File: src/rtl/srl32_fifo_ctrl_if.sv
// Handshake bundle for srl32_fifo_ctrl: write side (S_*), read side (M_*) and optional status.
// Status signals exist only when SRL32_FIFO_STATUS_EN is defined.
interface srl32_fifo_ctrl_if #(
  parameter int WIDTH = 8
);
  logic             S_VALID;
  logic             S_READY;
  logic [WIDTH-1:0] S_DATA;
  logic             M_VALID;
  logic             M_READY;
  logic [WIDTH-1:0] M_DATA;
`ifdef SRL32_FIFO_STATUS_EN
  logic [5:0]       LEVEL;
  logic             ALMOST_FULL;
`endif

  // FIFO side
  modport slave (
    input  S_VALID, S_DATA, M_READY,
`ifdef SRL32_FIFO_STATUS_EN
    output LEVEL, ALMOST_FULL,
`endif
    output S_READY, M_VALID, M_DATA
  );

  // Producer/consumer side
  modport master (
    output S_VALID, S_DATA, M_READY,
`ifdef SRL32_FIFO_STATUS_EN
    input  LEVEL, ALMOST_FULL,
`endif
    input  S_READY, M_VALID, M_DATA
  );
endinterface

File: src/rtl/srl32_fifo_ctrl.sv
// 33-entry FIFO: 32-deep SRL32E-style shift storage per bit plus a registered output stage.
// Latency: 2 cycles write-to-read; backpressure: S_READY low only when SRL holds 32, independent of M_READY.
// Optional LEVEL/ALMOST_FULL status under macro SRL32_FIFO_STATUS_EN.
module srl32_fifo_ctrl #(
  parameter int WIDTH     = 8,
  parameter int AFULL_LVL = 28
) (
  input  logic              CLK,
  input  logic              RST_N,
  srl32_fifo_ctrl_if.slave  bus
);

  if (WIDTH < 1 || WIDTH > 64 || AFULL_LVL < 1 || AFULL_LVL > 33) begin : g_param_check
    $error("srl32_fifo_ctrl: parameter out of range");
  end

  logic [5:0]       r_cnt;
  logic             r_m_valid;
  logic [WIDTH-1:0] r_m_data;

  logic             w_s_ready;
  logic             w_push;
  logic             w_load;
  logic [4:0]       w_addr;
  logic [WIDTH-1:0] w_q;
  logic [5:0]       w_cnt_nxt;
  logic             w_m_valid_nxt;

  assign w_s_ready = (r_cnt != 6'd32);
  assign w_push    = bus.S_VALID & w_s_ready;
  assign w_load    = (r_cnt != 6'd0) & (~r_m_valid | bus.M_READY);
  // Head sits at cnt-1; at cnt=0 this wraps to 31 and is never loaded.
  assign w_addr    = 5'(r_cnt - 6'd1);

  // One SRL32E-equivalent per bit: shared CE and tap address, no reset on contents.
  for (genvar b = 0; b < WIDTH; b++) begin : g_srl
    logic [31:0] r_sh;
    always_ff @(posedge CLK) begin
      if (w_push)
        r_sh <= {r_sh[30:0], bus.S_DATA[b]};
    end
    assign w_q[b] = r_sh[w_addr];
  end

  always_comb begin
    w_cnt_nxt = r_cnt;
    if (w_push && !w_load)
      w_cnt_nxt = r_cnt + 6'd1;
    else if (w_load && !w_push)
      w_cnt_nxt = r_cnt - 6'd1;
  end

  always_comb begin
    w_m_valid_nxt = r_m_valid;
    if (w_load)
      w_m_valid_nxt = 1'b1;
    else if (r_m_valid && bus.M_READY)
      w_m_valid_nxt = 1'b0;
  end

  always_ff @(posedge CLK or negedge RST_N) begin
    if (!RST_N) begin
      r_cnt     <= 6'd0;
      r_m_valid <= 1'b0;
      r_m_data  <= '0;
    end else begin
      r_cnt     <= w_cnt_nxt;
      r_m_valid <= w_m_valid_nxt;
      if (w_load)
        r_m_data <= w_q;
    end
  end

  assign bus.S_READY = w_s_ready;
  assign bus.M_VALID = r_m_valid;
  assign bus.M_DATA  = r_m_data;

`ifdef SRL32_FIFO_STATUS_EN
  logic       r_almost_full;
  logic [5:0] w_level_nxt;

  // Registered from next-state occupancy so it lines up with the combinational LEVEL.
  assign w_level_nxt = 6'(w_cnt_nxt + {5'd0, w_m_valid_nxt});

  always_ff @(posedge CLK or negedge RST_N) begin
    if (!RST_N)
      r_almost_full <= 1'b0;
    else
      r_almost_full <= (w_level_nxt >= 6'(AFULL_LVL));
  end

  assign bus.LEVEL       = 6'(r_cnt + {5'd0, r_m_valid});
  assign bus.ALMOST_FULL = r_almost_full;
`endif

endmodule

File: src/flat_wrapper.sv
// flat-port wrapper written by rule: the top's interface ports become plain ports
module srl32_fifo_ctrl_flat 
#(
  parameter int WIDTH     = 8,
  parameter int AFULL_LVL = 28
)
  (CLK, RST_N, bus_S_VALID, bus_S_DATA, bus_M_READY, bus_S_READY, bus_M_VALID, bus_M_DATA);
  srl32_fifo_ctrl_if #(.WIDTH(WIDTH)) bus_i ();
  input  logic CLK;
  input  logic RST_N;
  input wire logic [$bits(bus_i.S_VALID)-1:0] bus_S_VALID;
  input wire logic [$bits(bus_i.S_DATA)-1:0] bus_S_DATA;
  input wire logic [$bits(bus_i.M_READY)-1:0] bus_M_READY;
  output wire logic [$bits(bus_i.S_READY)-1:0] bus_S_READY;
  output wire logic [$bits(bus_i.M_VALID)-1:0] bus_M_VALID;
  output wire logic [$bits(bus_i.M_DATA)-1:0] bus_M_DATA;
  assign bus_i.S_VALID = bus_S_VALID;
  assign bus_i.S_DATA = bus_S_DATA;
  assign bus_i.M_READY = bus_M_READY;
  assign bus_S_READY = bus_i.S_READY;
  assign bus_M_VALID = bus_i.M_VALID;
  assign bus_M_DATA = bus_i.M_DATA;
  srl32_fifo_ctrl #(.WIDTH(WIDTH), .AFULL_LVL(AFULL_LVL)) u_core (.CLK(CLK), .RST_N(RST_N), .bus(bus_i));
endmodule
File: config.mk
export PLATFORM = sky130hd
export DESIGN_NAME = srl32_fifo_ctrl_flat
export DESIGN_NICKNAME = d
export VERILOG_FILES = /design/src/rtl/srl32_fifo_ctrl_if.sv /design/src/rtl/srl32_fifo_ctrl.sv /design/src/flat_wrapper.sv
export SDC_FILE = /design/constraint.sdc
export NUM_CORES = 1
export LEC_CHECK = 0
export BUFFER_PORTS_ARGS = -buffer_cell sky130_fd_sc_hd__buf_4
export CAP_MARGIN = 20
export CELL_PAD_IN_SITES_DETAIL_PLACEMENT = 1
export CELL_PAD_IN_SITES_GLOBAL_PLACEMENT = 1
export CORE_MARGIN = 8
export CORE_UTILIZATION = 42
export CTS_BUF_LIST = sky130_fd_sc_hd__clkbuf_4
export DETAILED_ROUTE_END_ITERATION = 7
export GPL_ROUTABILITY_DRIVEN = 0
export PLACE_DENSITY = 0.62
export SETUP_SLACK_MARGIN = 0.15
export SLEW_MARGIN = 25
export SYNTH_ARGS = -nofsm -noshare
export SYNTH_HDL_FRONTEND = slang
export SYNTH_SLANG_ARGS = --single-unit
File: constraint.sdc
create_clock -name CLK -period 11.5 [get_ports CLK]
set_input_delay 0.575 -clock CLK [delete_from_list [all_inputs] [get_ports CLK]]
set_output_delay 0.575 -clock CLK [all_outputs]
set_load 0.05 [all_outputs]
Yosys cells after proc, flatten, opt, wreduce, memory -nomap -nowiden
Cells that the tools add are included.
{"block": "op_classes", "addsub": 2, "order_cmp": 1, "n_eq_ne": 1, "n_mux": 20, "bitwise": 4, "n_reduce_logical": 8}
{"op": "1-bit binary-select mux with 5-bit select", "count": 8}
{"op": "6-bit two-way mux", "count": 2}
{"op": "1-bit two-way mux", "count": 10}
{"op": "6-bit by 1-bit adder with 6-bit output (second input constant)", "count": 1}
{"op": "5-bit by 6-bit < comparator with 1-bit output (second input constant)", "count": 1}
{"op": "6-bit inequality test (second input constant)", "count": 1}
{"op": "6-bit nonzero test", "count": 1}
{"op": "6-bit by 1-bit subtractor with 6-bit output (second input constant)", "count": 1}
{"op": "2-bit nonzero test", "count": 2}
{"op": "1-bit logical AND", "count": 3}
{"op": "1-bit bitwise AND", "count": 2}
{"op": "1-bit logical NOT", "count": 2}
{"op": "1-bit NOT", "count": 1}
{"op": "1-bit OR", "count": 1}
{"block": "totals", "reg_bits": 271, "out_inout_bits": 10}

Logic depth before layout (Yosys ltp)
Gate-level depths: netlist of run 1.
{"block": "logic_depth", "depth_word": 6, "mapped_depth": 16, "ltp_nobuf": 11}

Worst setup path after synthesis of run 1
Ideal clock, no wire load.
{"block": "synth_timing", "path_kind": "reg-to-reg", "from": "reg u_core.r_cnt[0]", "to": "reg u_core.r_cnt[5]", "setup_time_ns": 0.132, "arrival_time_ns": 9.667, "slack_ns": 1.701, "path_stages_with_launch": 17, "period_less_slack_ns": 9.799, "cell_sequence": "dfrtp_1 > buf_6 > buf_4 > buf_2 > buf_2 > inv_1 > ha_1 > or3b_1 > nor2_1 > nand2_1 > and2_1 > ha_1 > clkbuf_1 > nor3_1 > a31oi_1 > nor3_1 > xor2_1"}
{"block": "synth_between", "elab_chain_cells": 5, "elab_cells_between_ends": 13, "cone_classes": "2 x add/sub; 1 x eq/ne; 2 x mux; 2 x bitwise; 6 x reduce/logical"}
{"item": "start: declaration", "line": "srl32_fifo_ctrl.sv:17", "text": "logic [5:0] r_cnt;"}
{"item": "start signal: assignment", "line": "srl32_fifo_ctrl.sv:67", "text": "r_cnt <= w_cnt_nxt;"}
{"item": "6-bit inequality test (*)", "line": "srl32_fifo_ctrl.sv:29", "text": "assign w_s_ready = (r_cnt != 6'd32);"}
{"item": "via bus_S_READY", "line": "flat_wrapper.sv:14", "text": "output wire logic [$bits(bus_i.S_READY)-1:0] bus_S_READY;"}
{"item": "1-bit bitwise AND (*)", "line": "srl32_fifo_ctrl.sv:30", "text": "assign w_push = bus.S_VALID & w_s_ready;"}
{"item": "via u_core.w_push", "line": "srl32_fifo_ctrl.sv:22", "text": "logic w_push;"}
{"item": "1-bit logical NOT", "line": "srl32_fifo_ctrl.sv:49", "text": "else if (w_load && !w_push)"}
{"item": "1-bit logical AND", "line": "srl32_fifo_ctrl.sv:49"}
{"item": "2-bit nonzero test (no line)"}
Mark *: on every way through the listed nets, which the timed path passes. The rest lies on a longest branch. The select of a mux whose other input is x is not followed.
A chain may end at the register's enable or synchronous reset.

Final worst setup path of run 1
{"block": "layout_timing", "from": "reg u_core.r_cnt[0]", "to": "reg u_core.g_srl[0].r_sh[3] (enable)"}
{"block": "layout_between", "elab_chain_cells": 2}
{"item": "6-bit inequality test", "line": "srl32_fifo_ctrl.sv:29"}
{"item": "1-bit bitwise AND", "line": "srl32_fifo_ctrl.sv:30"}
{"item": "via u_core.w_push", "line": "srl32_fifo_ctrl.sv:22"}
{"item": "end signal: assignment", "line": "srl32_fifo_ctrl.sv:40", "text": "r_sh <= {r_sh[30:0], bus.S_DATA[b]};"}
{"item": "end: declaration", "line": "srl32_fifo_ctrl.sv:37", "text": "logic [31:0] r_sh;"}
The timed path passes the listed nets, and every way through them passes these cells.

==> metrics.yaml, run 1 <==
synthesis:
  synthCells: 500
  synth_mux_area_share_pct: 14.9
  synth_edf_count: 256
  syn_avg_cell_area_um2: 21.1
  synth_compound_area_share_pct: 2.39
  async_flop_share_pct: 5.54
  synth-xor-area-share_pct: 1.09
  synth_fa_ha_area_share_pct: 0.356
  seq_area_frac_synth_pct: 76.5
  ys_ff_latch: 271
  synth_ff_type: "edfxtp_1"
  yosys.area_share.simple_pct: 3.34
  synth.cell_area_mm2: 0.0105
  synth_top_family_by_area: "multiplexers"
  syn_nets: 515
  ys_types: 44
  yosysWarnings: 0
routing:
  initialDrtViolationCount: 400
  ant_nets: 0
  drt-pass1-iter-count: 5
  via_count: 5130
  drc_errors: 0
  wire_per_inst_um: 20.6
  routed_wl_um: 19900
  vias_per_cell: 5.31
layout:
  multiInputGateArea_mm2: 0.00233
  fillers: 2280
  final_cells: 966
  regArea_mm2: 0.00807
  layout-drive-gt1-share_pct: 35.3
  layout.nets: 596
  synthToLayoutAreaGrowth_pct: 14.7
floorplanning:
  initial_core_util_pct: 42.3
  die_w_um: 174
  rows: 58
  dieHeight_um: 174
  io_pins: 22
  fp.dieArea_mm2: 0.0304
  core_mm2: 0.0249
grt:
  grt_pass1_vias: 5733
  busiest_layer: "met2"
  grt_util_met3_pct: 4.14
  antenna_found_initial: 1
  grt_pass1_wl_um: 32200
  grt_max_degree: 97
  overflow: 0
  grt_usage_pct: 13.4
  met1_usage_pct: 18.2
  met2_usage_pct: 19.8
hold_path:
  hold_path_class: "in2reg"
  hold_path_end: "u_core.g_srl[7].r_sh[0]$_DFFE_PP_"
  min_path_cells: 1
  hp-start: "bus_S_DATA[7]"
worst_setup_path:
  slowest_delay_ns: 0.90
  critPathBufInv: 3
  path_delay_family: "buffers and inverters"
  critPathSlowestCell: "dfrtp_4"
  rr_worst_depth: 8
  reg2reg_slack_ns: 7.61
  crit_cells: 8
  r2r_end: "u_core.g_srl[0].r_sh[3]$_DFFE_PP_"
  required_ns: 11.75
  r2r-start: "u_core.r_cnt[0]$_DFFE_PN0P_"
  crit_arrival_ns: 4.14
  critPathMaxFanout: 96
  cp_cell_sequence: "inv_1, ha_2, or3b_1, nor2_1, nand2_1, and2_4, buf_12, buf_6"
  start_kind: "register"
  cp-end-kind: "register"
  crit_type: "reg2reg"
sta:
  rsz0062_at_grt: "false"
  tightest_slew_ns: 0.986
  slew_headroom_pct: 34.0
  tns_ns: 0
  final.setup_skew_ns: 0.0264
  fin_crit_ns: 3.89
  period_share_pct: 33.8
  finalHoldViolations: 0
  setup_viol: 0
  fmax_ghz: 0.257
  drv_slew: 0
  whs_ns: 0.103
power_and_ir_drop:
  intPower_mw: 2.25
  seq_power_share_pct: 40.1
  ir_drop_mv: 0.173
  netSwitchingFraction_pct: 32.2
  power_density_mw_per_mm2: 274
  power_frac_comb_pct: 31.9
  p_leak_nw: 4.20
  p_sw_mw: 1.07
  p_clk_share_pct: 28.0
  finalPower_mw: 3.31
clock_network:
  clk_pin_slew_ns: 0.07
  clk_path_buf_depth: 3
  tritoncts: "yes"
  root_buffer: "clkbuf_4"
  numCtsBuffers: 72
  cts_max_level: 3
  clkLatencyLatePin_ns: 0.65
  clkSinkCount: 271
run:
  maxCapViolations: 0
run_status:
  outcome: "completed"
placement:
  port_buffers: 21
  hpwl_um: 11500
  dp_cells: 835
-- power by group through the flow --
stage	logic, mW	registers (mW)	clock network [mW]
2_1_floorplan	0.808	1.34	0
3_3_place_gp	1.05	1.34	0
3_5_place_dp	1.07	1.35	0
4_1_cts	1.07	1.33	0.970
5_1_grt	1.15	1.35	1.01
6_report	1.06	1.33	0.929
-- registers in the layout, indices dropped and copies added (netlist names) --
signal / cells
u_core.bus.M_VALID: 1
u_core.r_cnt: 6
u_core.bus.M_DATA: 8
u_core.g_srl.r_sh: 256
-- cells in the mapped netlist, drive strengths merged (2+ instances only) --
cell type | instances | area [µm²]
o211ai | 5 | 37.5
a2bb2oi | 2 | 17.5
inv | 4 | 15.0
dfrtp | 15 | 375
nand2 | 44 | 165
nor2 | 7 | 26.3
xnor2 | 6 | 71.3
nor3 | 2 | 10.0
mux2 | 6 | 67.6
a32oi | 5 | 43.8
and3 | 4 | 25.0
mux2i | 6 | 60.1
nand2b | 3 | 18.8
buf | 15 | 104
nor2b | 3 | 18.8
xor2 | 5 | 43.8
clkbuf | 7 | 26.3
nand3 | 8 | 40.0
a31oi | 8 | 50.1
or3 | 2 | 12.5
mux4 | 64 | 1450
o21ai | 4 | 20.0
and2 | 2 | 12.5
a21oi | 3 | 18.8
o22ai | 2 | 12.5
ha | 3 | 37.5
edfxtp | 256 | 7690
-- placed cells by master (no fill, tap or decap), types with 3 or more instances in the layout --
cell type	Yosys	final
edfxtp_1	256	256
o21ai_0	4	4
xnor2_1	5	5
mux4_2	63	63
xor2_1	5	5
clkbuf_4	0	114
clkinv_1	0	7
nor2_1	7	7
inv_1	3	3
bufinv_16	0	4
nand2_1	44	44
a32oi_1	5	5
nand3_1	8	8
and3_1	4	4
a31oi_1	8	8
mux2i_1	6	6
nor2b_1	3	3
o211ai_1	5	5
dfrtp_1	15	14
mux2_2	6	6
buf_4	3	26
nand2b_1	3	3
inv_2	1	3
-- worst reg2reg max path, cell delays in order (launching register included) --
cell	delay (ns)
dfrtp_4	0.90
inv_1	0.27
ha_2	0.30
or3b_1	0.25
nor2_1	0.08
nand2_1	0.12
and2_4	0.49
buf_12	0.32
buf_6	0.69
-- timing repair --
| action | CTS | global route |
|---|---|---|
| gates resized for setup | 0 | 0 |
| endpoints found under the hold margin | 15 | 0 |
| setup endpoints to repair | 0 | 0 |
| hold buffers | 1 | 0 |
| setup buffers | 0 | 0 |
-- area by class of cell --
cell class / instances / share of cell area (%)
Antenna cell: 1 / 0.0207
Clock buffer: 114 / 7.08
Clock inverter: 14 / 1.32
Inverter: 4 / 0.124
Multi-Input combinational cell: 203 / 19.3
Sequential cell: 271 / 66.8
Tap cell: 330 / 3.42
Timing Repair Buffer: 29 / 1.96
-- worst max-delay path by stage --
stage / slack, ns / from / end
global route: 7.22 / u_core.r_cnt[0]$_DFFE_PN0P_ / u_core.g_srl[0].r_sh[15]$_DFFE_PP_
global placement: 7.32 / u_core.r_cnt[0]$_DFFE_PN0P_ / u_core.g_srl[0].r_sh[0]$_DFFE_PP_
floorplan: 1.70 / u_core.r_cnt[0]$_DFFE_PN0P_ / u_core.r_cnt[5]$_DFFE_PN0P_
finish: 7.61 / u_core.r_cnt[0]$_DFFE_PN0P_ / u_core.g_srl[0].r_sh[3]$_DFFE_PP_
CTS: 7.05 / u_core.r_cnt[0]$_DFFE_PN0P_ / u_core.g_srl[2].r_sh[0]$_DFFE_PP_
detailed placement: 7.08 / u_core.r_cnt[0]$_DFFE_PN0P_ / u_core.g_srl[0].r_sh[14]$_DFFE_PP_
-- cells by family after synthesis --
logic type                 after synthesis
buffers and inverters                   26
adders and majority gates                3
DFF                                    271
muxes                                   76
xor gates and xnor gates                11
and+or+nand+nor                         78
AOI/OAI and AO/OA                       35
-- per-stage QoR --
stage / setup WS (ns) / utilization, % / instance area (µm²)
CTS: 7.05 / 48.4 / 12100
detailed placement: 7.08 / 44.3 / 11000
finish: 7.61 / 48.5 / 12100
global route: 7.22 / 48.5 / 12100
global placement: 7.32 / 44.3 / 11000
floorplan: 1.70 / - / 10500
-- layer usage --
layer | vias to the layer above | part of all wire, %
met5 | - | 0
met4 | 0 | 1.7
met3 | 31 | 5.2
met2 | 127 | 47
met1 | 2699 | 47
li1 | 2273 | -
Note: power is estimated with default switching activity, not from simulation.
==> run 2: changes to the inputs <==
clock period = 3.6 ns   (was 11.5 ns; I/O delays follow)
==> run 2 against run 1 <==
Routed wire length grew 0.63%. Sequential power grew to 3.1 times the previous value. Critical path depth grew 3. Via count grew 1.2%. Combinational power grew to 3.4 times the previous value.
==> metrics.yaml, run 2 (synthesis gave the netlist of run 1 again) <==
layout:
  largest_reg_flops: 256
  final_cell_mix: "edfxtp_1, clkbuf_4, mux4_2"
  layout.nets: 610
  fin_util_pct: 49.1
  max_flop_register: "u_core.g_srl.r_sh"
  layout_commonest_cell: "edfxtp_1"
  final_cells: 983
  layout-drive-gt1-share_pct: 34.5
  synthToLayoutAreaGrowth_pct: 16.1
run_status:
  outcome: "completed"
sta:
  finalHoldViolations: 0
  tightest_slew_ns: 0.845
  fmax_ghz: 0.358
  rsz0062_at_grt: "false"
  slew_headroom_pct: 43.7
  drv_slew: 0
  fin_crit_ns: 2.79
  setup_viol: 0
  tns_ns: 0
  final.setup_skew_ns: 0.0420
  period_share_pct: 77.6
floorplanning:
  core_mm2: 0.0249
  io_pins: 22
  fp.dieArea_mm2: 0.0304
  dieHeight_um: 174
  initial_core_util_pct: 42.3
  rows: 58
  die_w_um: 174
clock_network:
  clkSinkCount: 271
  cts_max_level: 3
  tritoncts: "yes"
  root_buffer: "clkbuf_4"
  cts_resized: 0
  clkLatencyLatePin_ns: 0.67
  numCtsBuffers: 73
  clk_pin_slew_ns: 0.08
  clk_path_buf_depth: 3
worst_setup_path:
  cp-end-kind: "register"
  required_ns: 4.17
  crit_type: "reg2reg"
  critPathMaxFanout: 25
  start_kind: "register"
  crit_arrival_ns: 3.36
power_and_ir_drop:
  power_density_mw_per_mm2: 870
  p_leak_nw: 4.26
  ir_drop_mv: 0.429
  finalPower_mw: 10.6
routing:
  vias_per_cell: 5.28
  drc_errors: 0
  ant_nets: 0
  wire_per_inst_um: 20.3
  initialDrtViolationCount: 359
  via_count: 5190
  routed_wl_um: 20000
  drt-pass1-iter-count: 6
hold_path:
  hold_path_class: "in2reg"
grt:
  grt_pass1_vias: 5837
  antenna_found_initial: 1
  grt_max_degree: 112
  grt_pass1_wl_um: 32800
  overflow: 0
  grt_usage_pct: 13.6
placement:
  hpwl_um: 11800
  port_buffers: 21
  dp_cells: 839
run:
  maxCapViolations: 0
## run 2: changes by cell type in the layout (fill, tap and decap cells not counted), sizes merged
cell         change
dlygate4sd3     +10
clkbuf           -8
buf              +3
clkinv          +12
## run 2: layer usage
layer	track usage, %	routed length, µm	vias up
li1	-	-	2304
met1	18.8	9240	2719
met2	19.8	9260	126
met3	4.01	1030	41
met4	5.84	469	0
met5	0	0	-
## run 2: critical path, stage by stage, from the launching register on
cell	delay (ns)
dfrtp_4	0.53
inv_6	0.10
ha_4	0.15
or3b_4	0.41
nor2_2	0.16
nand2_4	0.06
and2_4	0.24
ha_1	0.35
nor3_1	0.25
a31oi_1	0.07
nor3_1	0.23
xor2_1	0.17
## run 2: worst paths after layout
kind | slack (ns) | start | depth (start not counted) | end
min reg2reg | 0.43 | u_core.g_srl[3].r_sh[26]$_DFFE_PP_ | 0 | u_core.g_srl[3].r_sh[27]$_DFFE_PP_
max in group asynchronous | 2.34 | RST_N | 3 | u_core.r_cnt[0]$_DFFE_PN0P_
min | 0.13 | bus_S_VALID | 2 | u_core.g_srl[5].r_sh[31]$_DFFE_PP_
min in group asynchronous | 0.68 | RST_N | 3 | u_core.bus.M_DATA[3]$_DFFE_PN0P_
max | 0.81 | u_core.r_cnt[0]$_DFFE_PN0P_ | 11 | u_core.r_cnt[5]$_DFFE_PN0P_
max reg2reg | 0.81 | u_core.r_cnt[0]$_DFFE_PN0P_ | 11 | u_core.r_cnt[5]$_DFFE_PN0P_
## run 2: layout make-up
| class | instances | area (µm²) |
|---|---|---|
| repair buffers | 42 | 368 |
| inverters | 4 | 20.0 |
| clock inverters | 26 | 206 |
| diodes | 1 | 2.50 |
| multi-input cells | 203 | 2360 |
| well taps | 330 | 413 |
| flip-flops and latches | 271 | 8070 |
| fillers | 2280 | 12700 |
| clock buffers | 106 | 796 |
## run 2: timing repair
item,in CTS,in global routing
hold buffers,11,0
endpoints found under the hold margin,24,0
buffers inserted,0,0
## run 2: metrics by stage
stage	hold WS (ns)	cell area, µm²	setup slack (ns)
after CTS	0.0601	12200	0.850
final	0.127	12200	0.806
after global placement	0.0584	11100	0.930
after global routing	0.0589	12200	0.601
after floorplan	-0.116	10600	-0.907
after detailed placement	0.0619	11100	0.844
## run 2: power breakdown
part	internal (mW)	switching (mW)	leakage, nW
Combinational	1.65	1.93	0.998
Sequential	3.89	0.266	2.67
Clock	1.65	1.26	0.591
